[src/rtl/sobol_pkg.sv]
// Shared Sobol constants: direction-number tables and the direction-vector helper.
package sobol_pkg;

    localparam int unsigned MAX_W = 10;
    localparam logic [MAX_W-1:0] ALL_ONES = '1;

    typedef enum int unsigned {
        DIM_VDC   = 0,
        DIM_POLY1 = 1
    } dim_e;

    localparam int unsigned M_VDC   [MAX_W] = '{1, 1, 1, 1, 1, 1, 1, 1, 1, 1};
    localparam int unsigned M_POLY1 [MAX_W] = '{1, 3, 5, 15, 17, 51, 85, 255, 257, 771};

    // v[i] = m_{i+1} << (W-1-i), truncated to W bits
    function automatic logic [MAX_W-1:0] dir_vec(input int unsigned dim,
                                                 input int unsigned i,
                                                 input int unsigned w);
        int unsigned m;
        int unsigned val;
        m   = (dim == DIM_POLY1) ? M_POLY1[i] : M_VDC[i];
        val = (m << (w - 1 - i)) & ((32'd1 << w) - 1);
        return val[MAX_W-1:0];
    endfunction

endpackage

[src/rtl/sobol_rng_dim_lsz.sv]
// Least-significant-zero search; returns 0 when the input has no zero bit.
module LSZ #(
    parameter int unsigned INWD    = 8,
    parameter int unsigned LOGINWD = 3
) (
    input  logic [INWD-1:0]    in,
    output logic [LOGINWD-1:0] lszIdx
);

    logic found;

    always_comb begin
        lszIdx = '0;
        found  = 1'b0;
        for (int unsigned i = 0; i < INWD; i++) begin
            if (!found && !in[i]) begin
                lszIdx = LOGINWD'(i);
                found  = 1'b1;
            end
        end
    end

endmodule

[src/rtl/sobol_rng_dim.sv]
// One Sobol dimension: index counter, LSZ search and Gray-code XOR recurrence.
module sobol_rng_dim
    import sobol_pkg::*;
#(
    parameter int unsigned INWD    = 8,
    parameter int unsigned LOGINWD = 3,
    parameter int unsigned DIM     = 0
) (
    input  logic            clk,
    input  logic            rst_n,
    input  logic            en,
    input  logic            clr,
    output logic [INWD-1:0] out,
    output logic [INWD-1:0] cnt,
    output logic            wrap
);

    if (!(INWD == 6 || INWD == 8 || INWD == 10)) begin : g_bad_width
        $error("sobol_rng_dim: unsupported INWD %0d", INWD);
    end
    if (LOGINWD != $clog2(INWD)) begin : g_bad_logwidth
        $error("sobol_rng_dim: LOGINWD %0d does not match INWD %0d", LOGINWD, INWD);
    end
    if (DIM > 1) begin : g_bad_dim
        $error("sobol_rng_dim: unsupported DIM %0d", DIM);
    end

    logic [INWD-1:0]    dir_tab [INWD];
    logic [LOGINWD-1:0] lsz_idx;
    logic [LOGINWD-1:0] idx;
    logic [INWD-1:0]    dir;
    logic               at_top;

    for (genvar g = 0; g < INWD; g++) begin : g_dir
        assign dir_tab[g] = INWD'(dir_vec(DIM, g, INWD));
    end

    LSZ #(
        .INWD    (INWD),
        .LOGINWD (LOGINWD)
    ) u_lsz (
        .in     (cnt),
        .lszIdx (lsz_idx)
    );

    // All-ones count has no zero; stepping v[W-1] closes the period at out == 0
    always_comb begin
        at_top = (cnt == ALL_ONES[INWD-1:0]);
        idx    = at_top ? LOGINWD'(INWD - 1) : lsz_idx;
        dir    = dir_tab[idx];
    end

    always_ff @(posedge clk) begin
        if (!rst_n) begin
            out  <= '0;
            cnt  <= '0;
            wrap <= 1'b0;
        end else if (clr) begin
            out  <= '0;
            cnt  <= '0;
            wrap <= 1'b0;
        end else if (en) begin
            out  <= out ^ dir;
            cnt  <= cnt + INWD'(1);
            wrap <= at_top;
        end else begin
            wrap <= 1'b0;
        end
    end

endmodule

[config.mk]
export PLATFORM = sky130hd
export DESIGN_NAME = sobol_rng_dim
export DESIGN_NICKNAME = d
export VERILOG_FILES = /design/src/rtl/sobol_pkg.sv /design/src/rtl/sobol_rng_dim_lsz.sv /design/src/rtl/sobol_rng_dim.sv
export SDC_FILE = /design/constraint.sdc
export NUM_CORES = 1
export LEC_CHECK = 0
export CAP_MARGIN = 20
export CORE_MARGIN = 2
export CORE_UTILIZATION = 50
export DETAILED_ROUTE_END_ITERATION = 8
export PLACE_DENSITY = 0.85
export SLEW_MARGIN = 25
export SYNTH_ARGS = -nofsm -noshare
export SYNTH_HDL_FRONTEND = slang
export SYNTH_SLANG_ARGS = --single-unit
[constraint.sdc]
create_clock -name clk -period 3.9 [get_ports clk]
set_clock_uncertainty 0.1 [all_clocks]
set_input_delay 0.78 -clock clk [delete_from_list [all_inputs] [get_ports clk]]
set_output_delay 0.78 -clock clk [all_outputs]
set_load 0.005 [all_outputs]
==> results of run 1 <==
## flip-flops by register name, indices dropped and copies added (netlist names)
register  flops
cnt           8
out           8
wrap          1
## cells by family (layout without fill, tap and decap cells)
group,Yosys count,after routing,synth area share
compound gates,16,16,0.145
xor+xnor,10,10,0.105
fa+ha+maj,3,3,0.0448
buf+inv,8,28,0.0389
flops,17,17,0.407
mux,2,2,0.0269
simple gates,36,36,0.233
## per-stage QoR
step                      setup WS, ns  total power, uW  cells   util  cell area, um2
after floorplan                   2.04              194     92      -             837
after global placement            1.45              201    124  0.675            1040
after detailed placement          1.36              202    124  0.675            1040
after CTS                         1.58              292    128  0.692            1070
after global routing              1.48              307    128  0.692            1070
final                             1.60              290    128  0.692            1070
## layout by cell type, fill, tap and decap left out, drive strengths merged, types with 3 or more instances in the layout
cell type       n
xor2            7
clkbuf          4
clkdlybuf4s50  20
inv             4
a21oi           6
or3             3
nor2           13
o21ai           5
dfxtp          17
nand2           6
nand4           3
ha              3
nor2b           3
xnor2           3
## layer usage
metal,wire [um],vias to the layer above,GRT usage
met5,0,-,0
met4,31,0,0.0647
met3,73,6,0.0360
met2,724,24,0.290
met1,791,315,0.228
li1,-,354,-
## worst paths after layout
path	startpoint	to	slack (ns)	cells after the start
max	cnt[2]	cnt[2]	1.60	1
min	out[5]	out[5]	0.41	2
max reg2reg	cnt[0]	out[6]	2.02	5
min reg2reg	out[5]	out[5]	0.41	2
## final cells by class
| type | instances | share of cell area |
|---|---|---|
| Multi-Input combinational cell | 67 | 0.435 |
| Sequential cell | 17 | 0.319 |
| Timing Repair Buffer | 20 | 0.188 |
| Clock buffer | 4 | 0.0246 |
| Tap cell | 16 | 0.0188 |
| Inverter | 4 | 0.0141 |
## power by group through the flow
stage | Clock [uW] | Combinational [uW] | Sequential [uW]
after floorplan | 0 | 13.2 | 181
after global placement | 0 | 20.3 | 181
after detailed placement | 0 | 21.0 | 181
after CTS | 93.9 | 21.0 | 177
after global routing | 107 | 22.9 | 178
final | 91.9 | 21.2 | 177
## worst reg2reg max path: stages (launching register included)
cell and delay, ns:
dfxtp_1 0.38, ha_1 0.30, mux2_2 0.32, o41ai_4 0.33, a31o_1 0.23, a21oi_1 0.07
==> metrics.csv, run 1 <==
stage;metric;value;unit
outcome;status;complete, no violations;
logic_synthesis;count leader, synth;dfxtp_1;
grt;GRT Resource Usage Total;0.176;
timing;RSZ-0062 raised after global routing;no;
logic_synthesis;mapped cell area;837;um2
worst_setup_path;slowest CP cell;clkdlybuf4s50_1;
clocking;hold_buf cts;0;
routing;Avg Vias per Cell;5.46;
finish;filler cell count;135;
routing;Routed Antenna Nets;0;
grt;grt ovf;0;
timing;hold_ws;0.407;ns
pwr;Worst VDD drop;0.000186;V
floorplanning;die area;2020;um2
logic_synthesis;instance count of the mapped netlist;92;
logic_synthesis;Top FF cell, synth;dfxtp_1;
worst_setup_path;Setup crit start kind;flip-flop;
pwr;clock share of power;0.316;
routing;DRT Pass-1 Iters;4;
clocking;Max H-tree Level;1;
routing;DRT iter0 DRCs;10;
pwr;P_sw;64.7;uW
floorplanning;Die Y;44.9;um
routing;wire length per cell after detailed routing;12.7;um
timing;fmax;434;MHz
grt;initial antenna violation count;0;
finish;Final nets;120;
clocking;Sink Count;17;
floorplanning;Top-Level Pins;21;
worst_setup_path;CP cell instances;clkdlybuf4s50_1;
logic_synthesis;Post-synth top cells;17 x dfxtp_1, 13 x nor2_1, 7 x xor2_1;
logic_synthesis;Post-synth EDFFs;0;
place;routability cong.;0.792;
timing;Slew Viols, Final;0;
routing;final wirelength;1.62;mm
grt;pin count of the biggest net entering global routing;18;
worst_setup_path;CP arrival;1.42;ns
clocking;Setup Buffers After CTS;0;
logic_synthesis;distinct cell type count after synthesis;29;
timing;Setup TNS Final;0;ns
floorplanning;Std-Cell Core Area;1540;um2
finish;Reg area;340;um2
worst_setup_path;Top delay family on crit path;buffers and inverters;
clocking;Max Buffers Root-to-Sink;2;
flow_run;Max Cap Viol;0;
timing;final worst path period share;0.591;
floorplanning;Die W;44.9;um
worst_setup_path;crit-path max FO;10;
logic_synthesis;Post-synth ARST share;0;
clocking;CTS resizes;0;
logic_synthesis;register area share after synthesis;0.407;
worst_setup_path;CP peak stage delay;0.58;ns
logic_synthesis;Post-Syn Nets;99;
clocking;Worst-path clk slew;0.10;ns
worst_setup_path;Worst Setup End Kind;primary output;
clocking;Num CTS Buffers;3;
place;hpwl dp;1.22;mm
pwr;sw frac;0.223;
pwr;Reg power frac;0.610;
logic_synthesis;flops & latches, synth;17;
place;Port Buffers;20;
worst_setup_path;number of buffers and inverters on the critical path;1;
pwr;Comb pwr share;0.073;
clocking;CTS root buf;clkbuf_4;
timing;min Tclk post-route;2.30;ns
finish;area grow syn2layout;27.4;%
clocking;CTS tree;yes;
logic_synthesis;Synth Warn #;0;
timing;Final setup viols;0;
logic_synthesis;largest area contributor in the netlist;dfxtp_1;
logic_synthesis;Yosys top cell area share;0.407;
min_path;worst hold path class;flip-flop to flip-flop;
worst_setup_path;Crit Path Category;flip-flop to primary output;
floorplanning;starting density of the core;0.543;
routing;Vias;699;
logic_synthesis;syn avg cell area;9.10;um2
clocking;clock latency at the later pin of the worst-skew pair;0.28;ns
pwr;Leak;0.000394;uW
floorplanning;Site Rows;14;
grt;first-pass GRT wire length;2.66;mm
finish;share of post-route cells with drive strength above 1;0.0714;
pwr;P_int;226;uW
finish;# diodes;0;
worst_setup_path;Req. time, crit path;3.02;ns
timing;final-report hold violation count;0;
grt;vias in the first global route;632;
logic_synthesis;ranking of synthesized cells by area;dfxtp_1 41%, xor2_1 7.3%, nor2_1 5.8%;
pwr;Pwr Density;272;nW/um2
timing;Worst Tran Pin Value;0.639;ns
timing;relative slew slack;0.574;
finish;area occupied by multi-input gates;464;um2
routing;DR DRC count;0;
(Power assumes the default switching activity.)
==> run 2: changes to the inputs <==
Settings changed: CORE_UTILIZATION 50 to 42, PLACE_DENSITY 0.85 to 0.77.
Clock period 3.9 ns to 1.95 ns, I/O delays scaled along.
==> metrics.csv, run 2 (synthesis gave the netlist of run 1 again) <==
stage;metric;value;unit
clocking;Num CTS Buffers;3;
grt;pin count of the biggest net entering global routing;11;
min_path;Hold Path Cell Cnt;2;
routing;Routed Antenna Nets;0;
routing;DRT Pass-1 Iters;4;
finish;Top Registers;cnt: 8 flops, out: 8 flops, wrap: 1 flops;
clocking;CTS tree;yes;
grt;vias in the first global route;650;
pwr;Pwr Density;527;nW/um2
routing;final wirelength;1.59;mm
worst_setup_path;number of buffers and inverters on the critical path;1;
grt;grt ovf;0;
routing;wire length per cell after detailed routing;11.2;um
min_path;worst hold path class;flip-flop to flip-flop;
timing;Setup TNS Final;0;ns
timing;RSZ-0062 raised after global routing;no;
place;Port Buffers;20;
worst_setup_path;worst flop-to-flop path endpoint;out[6];
clocking;CTS root buf;clkbuf_4;
finish;Reg area;342;um2
pwr;Leak;0.000408;uW
floorplanning;Die Y;48.6;um
worst_setup_path;crit-path max FO;7;
timing;final worst path period share;0.953;
finish;area grow syn2layout;31.8;%
clocking;clock latency at the later pin of the worst-skew pair;0.28;ns
finish;final std cells w/o fill;142;
place;placed insts;138;
clocking;Max H-tree Level;1;
place;hpwl dp;1.23;mm
timing;Worst Tran Pin Value;0.401;ns
grt;most used routing layer;met2;
clocking;CTS resizes;0;
finish;Final nets;123;
worst_setup_path;Worst Setup End Kind;primary output;
min_path;Min-Delay Startpoint;out[5];
timing;relative slew slack;0.732;
finish;final design utilization;0.574;
grt;met2 GRT Util;0.258;
grt;GRT Resource Usage Total;0.157;
flow_run;Max Cap Viol;0;
floorplanning;Site Rows;16;
routing;Avg Vias per Cell;4.87;
worst_setup_path;Crit Path Category;flip-flop to primary output;
floorplanning;Top-Level Pins;21;
outcome;status;complete, no violations;
worst_setup_path;Req. time, crit path;1.46;ns
grt;first-pass GRT wire length;2.95;mm
clocking;Worst-path clk slew;0.09;ns
routing;DR DRC count;0;
worst_setup_path;CP cell instances;clkdlybuf4s50_1;
floorplanning;starting density of the core;0.436;
finish;# diodes;0;
timing;Slew Viols, Final;0;
place;routability cong.;0.825;
floorplanning;Std-Cell Core Area;1920;um2
timing;fmax;538;MHz
timing;hold_ws;0.391;ns
timing;Final setup viols;0;
worst_setup_path;CP peak stage delay;0.57;ns
finish;share of post-route cells with drive strength above 1;0.104;
min_path;WHS Endpoint;out[5];
worst_setup_path;CP arrival;1.37;ns
finish;filler cell count;187;
pwr;total power;581;uW
worst_setup_path;Setup crit start kind;flip-flop;
routing;DRT iter0 DRCs;8;
floorplanning;die area;2370;um2
grt;initial antenna violation count;0;
clocking;Sink Count;17;
routing;Vias;691;
worst_setup_path;Worst R2R Start;cnt[0];
grt;met3 usage;0.0216;
worst_setup_path;slowest CP cell;clkdlybuf4s50_1;
finish;commonest non-fill, non-tap cell in the layout;clkdlybuf4s50_1;
worst_setup_path;Top delay family on crit path;buffers and inverters;
timing;final-report hold violation count;0;
worst_setup_path;r2r setup slk;0.21;ns
pwr;Worst VDD drop;0.000304;V
clocking;hold_buf cts;0;
finish;area occupied by multi-input gates;464;um2
floorplanning;Die W;48.6;um
grt;met1 usage;0.198;
worst_setup_path;R2R depth;5;
clocking;Max Buffers Root-to-Sink;2;
clocking;Setup Buffers After CTS;0;
timing;min Tclk post-route;1.86;ns
finish;commonest non-fill, non-tap cells in the layout;20 x clkdlybuf4s50_1, 16 x dfxtp_1, 13 x nor2_1;
-- run 2: worst max path at each step --
stage	endpoint	cells after the start	slack, ns	startpoint
4_1_cts	cnt[2]	1	0.01	cnt[2]
5_1_grt	cnt[3]	1	0.03	cnt[3]
3_5_place_dp	out[6]	5	0.04	en
3_3_place_gp	out[6]	5	0.07	en
2_1_floorplan	out[6]	5	0.33	cnt[0]
6_report	cnt[3]	1	0.09	cnt[3]
-- run 2: report_power, final --
part           internal, uW  switching (uW)
clock                  79.3             103
combinational          24.3            20.8
sequential              350            3.90
total                   454             127
-- run 2: final cells by class --
type	count	area share
Timing Repair Buffer	23	0.202
Sequential cell	17	0.310
Multi-Input combinational cell	67	0.421
Tap cell	27	0.0306
Inverter	4	0.0136
Clock buffer	4	0.0238
-- run 2: through the flow --
step / setup slack, ns / cell area, um2
after floorplan: 0.327 / 837
after global placement: 0.0700 / 1080
after detailed placement: 0.0421 / 1080
after CTS: 0.0132 / 1100
after global routing: 0.0269 / 1100
final: 0.0919 / 1100
-- run 2: metal layers --
metal,vias up,wire [um]
li1,357,-
met1,320,721
met2,12,802
met3,2,40
met4,0,29
met5,-,0
